==> src/rtl/latency_credit_ctrl.sv <==
// Credit-based valid/ready wrapper around an external fixed-latency, enable-less delay line.
// Returning beats land in an FWFT FIFO; credit is granted only while in-flight + buffered beats fit in the FIFO.
module latency_credit_ctrl #(
  parameter int DWIDTH     = 8,
  parameter int LATENCY    = 4,
  parameter int FIFO_DEPTH = 6,
  parameter int CNT_W      = $clog2(FIFO_DEPTH + 1)
) (
  input  logic              clk,
  input  logic              rst,
  input  logic              s_valid,
  output logic              s_ready,
  input  logic [DWIDTH-1:0] s_data,
  output logic [DWIDTH-1:0] pipe_din,
  input  logic [DWIDTH-1:0] pipe_dout,
  output logic              m_valid,
  input  logic              m_ready,
  output logic [DWIDTH-1:0] m_data,
  output logic [CNT_W-1:0]  occupancy,
  output logic              overflow
);

  localparam int                 PTR_W      = (FIFO_DEPTH > 1) ? $clog2(FIFO_DEPTH) : 1;
  localparam logic [CNT_W-1:0]   DEPTH_C    = CNT_W'(FIFO_DEPTH);
  localparam logic [PTR_W-1:0]   LAST_PTR_C = PTR_W'(FIFO_DEPTH - 1);

  logic [CNT_W-1:0]  occ_r;
  logic [CNT_W-1:0]  occ_nxt_s;
  logic [CNT_W-1:0]  fifo_cnt_r;
  logic [CNT_W-1:0]  fifo_cnt_nxt_s;
  logic [PTR_W-1:0]  wr_ptr_r;
  logic [PTR_W-1:0]  rd_ptr_r;
  logic [LATENCY-1:0] trk_r;
  logic [DWIDTH-1:0] mem_r [FIFO_DEPTH];
  logic              overflow_r;
  logic              accept_s;
  logic              pop_s;
  logic              arrive_s;
  logic              fifo_full_s;
  logic              wr_en_s;

  // Explicit wrap so non-power-of-two depths work.
  function automatic logic [PTR_W-1:0] next_ptr(input logic [PTR_W-1:0] ptr);
    if (ptr == LAST_PTR_C) begin
      return {PTR_W{1'b0}};
    end else begin
      return ptr + PTR_W'(1);
    end
  endfunction

  // Credit depends on registered occupancy only; a pop frees credit one cycle later.
  assign s_ready     = ~rst & (occ_r < DEPTH_C);
  assign accept_s    = s_valid & s_ready;
  assign pipe_din    = s_data;
  assign m_valid     = (fifo_cnt_r != {CNT_W{1'b0}});
  assign m_data      = mem_r[rd_ptr_r];
  assign pop_s       = m_valid & m_ready;
  assign arrive_s    = trk_r[LATENCY-1];
  assign fifo_full_s = (fifo_cnt_r == DEPTH_C);
  assign wr_en_s     = arrive_s & (~fifo_full_s | pop_s);
  assign occupancy   = occ_r;
  assign overflow    = overflow_r;

  // Next-value logic for the occupancy and FIFO counters.
  always_comb begin
    occ_nxt_s      = occ_r;
    fifo_cnt_nxt_s = fifo_cnt_r;
    case ({accept_s, pop_s})
      2'b10:   occ_nxt_s = occ_r + CNT_W'(1);
      2'b01:   occ_nxt_s = occ_r - CNT_W'(1);
      default: occ_nxt_s = occ_r;
    endcase
    case ({wr_en_s, pop_s})
      2'b10:   fifo_cnt_nxt_s = fifo_cnt_r + CNT_W'(1);
      2'b01:   fifo_cnt_nxt_s = fifo_cnt_r - CNT_W'(1);
      default: fifo_cnt_nxt_s = fifo_cnt_r;
    endcase
  end

  // Valid tracker mirrors the delay line so we know when pipe_dout carries a real beat.
  generate
    if (LATENCY == 1) begin : g_trk_one
      // Single-stage tracker.
      always_ff @(posedge clk) begin
        if (rst) begin
          trk_r <= 1'b0;
        end else begin
          trk_r <= accept_s;
        end
      end
    end else begin : g_trk_multi
      // Multi-stage tracker shifting every cycle.
      always_ff @(posedge clk) begin
        if (rst) begin
          trk_r <= {LATENCY{1'b0}};
        end else begin
          trk_r <= {trk_r[LATENCY-2:0], accept_s};
        end
      end
    end
  endgenerate

  // Counters, pointers and the sticky overflow flag.
  always_ff @(posedge clk) begin
    if (rst) begin
      occ_r      <= {CNT_W{1'b0}};
      fifo_cnt_r <= {CNT_W{1'b0}};
      wr_ptr_r   <= {PTR_W{1'b0}};
      rd_ptr_r   <= {PTR_W{1'b0}};
      overflow_r <= 1'b0;
    end else begin
      occ_r      <= occ_nxt_s;
      fifo_cnt_r <= fifo_cnt_nxt_s;
      if (wr_en_s) begin
        wr_ptr_r <= next_ptr(wr_ptr_r);
      end
      if (pop_s) begin
        rd_ptr_r <= next_ptr(rd_ptr_r);
      end
      if (arrive_s & fifo_full_s & ~pop_s) begin
        overflow_r <= 1'b1;
      end
    end
  end

  // FIFO storage; contents are not reset.
  always_ff @(posedge clk) begin
    if (wr_en_s & ~rst) begin
      mem_r[wr_ptr_r] <= pipe_dout;
    end
  end

endmodule

==> config.mk <==
export PLATFORM = sky130hd
export DESIGN_NAME = latency_credit_ctrl
export DESIGN_NICKNAME = d
export VERILOG_FILES = /design/src/rtl/latency_credit_ctrl.sv
export SDC_FILE = /design/constraint.sdc
export NUM_CORES = 1
export LEC_CHECK = 0
export ABC_AREA = 1
export CORE_ASPECT_RATIO = 0.6
export CORE_UTILIZATION = 40
export DETAILED_ROUTE_END_ITERATION = 10
export HOLD_SLACK_MARGIN = 0.08
export PLACE_DENSITY_LB_ADDON = 0.05
export SLEW_MARGIN = 20
export SYNTH_ARGS = -nofsm -noshare
export SYNTH_HDL_FRONTEND = slang
export SYNTH_SLANG_ARGS = --single-unit
==> constraint.sdc <==
create_clock -name clk -period 2.2 [get_ports clk]
set_clock_uncertainty 0.2 [all_clocks]
set_input_delay 0.55 -clock clk [delete_from_list [all_inputs] [get_ports clk]]
set_output_delay 0.55 -clock clk [all_outputs]
set_load 0.02 [all_outputs]
==> reports/metrics.yaml <==
final_area_um2: 3750
critPathArrivalTime_ns: 1.48
fp-row-count: 23
port_buffers: 25
worst-path-buf-inv: 3
peakVddDrop_uv: 669
cellLeakagePower_uw: 0.00145
path_cells: "inv_8, buf_4, nand2_1, nand2_1, a21oi_1, o22ai_1, buf_4"
yosysWarnings: 0
ys_ff_latch: 68
yosys.area.top_type: "edfxtp_1"
numClockSinks: 68
grt_pass1_vias: 1819
cts_made_buffers: 9
dp_slack_ns: -0.362
rsz0062_at_grt: "yes"
die-area_um2: 7450
overflow: 0
vias_per_cell: 4.65
synth.yosys.seq_area_share: 0.649
grt_start_max_net_pins: 17
diodes: 0
drc: 0
syn_avg_cell_area_um2: 11.0
top_layer_used: "met4"
placed_area_um2: 3350
drive_gt1_frac: 0.318
clock_latency_ns: 0.33
hold_violations: 0
routed-wl-met2_um: 2370
num_vias: 1883
fin_crit_sh: 1.02
nNetsFinal: 336
track_usage: 0.169
met1_length_um: 2930
drtIter0Drc: 129
gp_congestion: 0.744
drv_slew: 0
tightest_slew_ns: 0.247
critical_path_class: "flip-flop to output port"
cpPeakStageDelay_ns: 0.43
min_period_ns: 2.23
cts.htree.levels: 3
maxSlewHeadroom: 0.835
synth.area.top_cells: "edfxtp_1, dfxtp_1, nand2_1"
die_h_um: 67.2
netlist_area_um2: 2840
setup_slack_ns: -0.0346
setup_viol: 4
clk_path_buf_depth: 2
ys_types: 30
cp_max_fo: 9
synth.top_cell.area_share: 0.508
outcome: "complete, but fails checks"
core_um2: 6760
die_w_um: 111
cts_tree: "done"
cts.clk_slew.worst_paths_ns: 0.05
ant_nets: 0
syn2layout_area_growth_pct: 32.3
critical_path_required_ns: 1.45
max-cap-violations: 0
cts-root-buf: "clkbuf_16"
power.density_nw_per_um2: 977
wl_per_cell_um: 13.9
crit_family: "flip-flops"
grt_pass1_wl_um: 9150
crit_slowest_cell: "dfxtp_4"
synth_fp_nets: 281
holdBufCountCts: 0
initial_core_util: 0.420
wl_met3_um: 252
grt_antenna_before_repair: 0
hp-class: "flip-flop to flip-flop"
cp-end-kind: "output port"
synth_cells: 258
violations: "negative setup slack"
max_freq_ghz: 0.448
startpoint_type: "flip-flop"
post-dp-hpwl_um: 3650
totalWireLength_um: 5630
drt_pass1_iterations: 4
ios: 42
tightest hold or removal path, cell delays in order (launching register included):
cell and delay (ns):
dfxtp_1 0.29, inv_1 0.04, nor2_1 0.03
final timing paths:
check	start	endpoint	slack [ns]	cells after the start
worst min register to register	trk_r[2]$_SDFF_PP0_	trk_r[3]$_SDFF_PP0_	0.20	2
worst max-delay path	flip-flop	m_data[0]	-0.03	7
worst max register to register	fifo_cnt_r[2]$_SDFFE_PP0P_	occupancy[2]$_SDFFE_PP0P_	0.28	11
worst min-delay path	trk_r[2]$_SDFF_PP0_	trk_r[3]$_SDFF_PP0_	0.20	2
cell type report:
cell class | instances | area, um^2
Clock inverter | 7 | 52.6
Tap cell | 87 | 109
Clock buffer | 9 | 225
Fill cell | 582 | 3010
Timing Repair Buffer | 59 | 557
Multi-Input combinational cell | 149 | 857
Sequential cell | 68 | 1850
Timing Repair inverter | 1 | 6.26
Inverter | 25 | 101
cells by family after synthesis:
kind of cell / after synthesis / share of synthesized area
compound gates: 51 / 0.0979
fa+ha+maj: 3 / 0.0185
buf+inv: 41 / 0.0736
flops: 68 / 0.649
simple gates: 95 / 0.161
state kept, by name (all words and copies together), names as in the netlist, named ones only:
name        cells
mem_r          48
trk_r           4
fifo_cnt_r      3
occupancy       3
rd_ptr_r        3
wr_ptr_r        3
overflow        1
through the flow:
step | instances | utilization | power [uW] | hold WS, ns | setup TNS [ns]
after floorplan | 258 | - | 1980 | 0.188 | 0
after global placement | 384 | 0.495 | 2300 | 0.190 | -12.33
after detailed placement | 384 | 0.495 | 2300 | 0.195 | -12.65
after CTS | 405 | 0.547 | 3680 | 0.203 | -0.196
after global routing | 405 | 0.555 | 3870 | 0.222 | -0.605
final | 405 | 0.555 | 3670 | 0.200 | -0.0668
routing by layer:
| layer | track usage | vias up |
|---|---|---|
| met2 | 0.239 | 25 |
| li1 | - | 979 |
| met3 | 0.0619 | 12 |
| met4 | 0.0717 | 0 |
| met5 | 0 | - |
| met1 | 0.234 | 867 |
synth_stat cells:
cell type	n
nand2_1	51
edfxtp_1	48
a21oi_1	25
nor2_1	23
dfxtp_1	20
inv_1	19
buf_4	11
o21ai_0	11
o22ai_1	8
nand3_1	7
inv_2	4
nand2_4	4
buf_2	3
nand3_2	3
o21ai_1	3
fa_1	2
nor3_2	2
o21ai_2	2
a21boi_1	1
buf_6	1
clkbuf_1	1
clkinv_1	1
ha_1	1
inv_4	1
nand2_2	1
nor2_2	1
nor2_4	1
nor2_8	1
nor3_1	1
o21a_1	1
timing repair:
| item | CTS | global route |
|---|---|---|
| pin swaps | 11 | 12 |
| setup endpoints to repair | 10 | 11 |
| resized for setup | 60 | 19 |
| setup buffers | 4 | 0 |
| cloned | 1 | 0 |
| hold endpoints to repair | 0 | 0 |
power breakdown:
| part | switching (uW) | total, uW | leakage (uW) | internal (uW) |
|---|---|---|---|---|
| Combinational | 482 | 895 | 0.000727 | 413 |
| Sequential | 57.1 | 1480 | 0.000595 | 1420 |
| Clock | 531 | 1290 | 0.000124 | 764 |
cell usage in the layout (no fill, tap or decap), types with 11 or more instances in the layout:
cell type        count
clkdlybuf4s50_1     13
a21oi_2             11
buf_4               32
nor2_1              23
nand2_1             43
dfxtp_1             19
a21oi_1             14
inv_1               19
edfxtp_1            48
No activity file was read; power rests on OpenSTA's default activity.
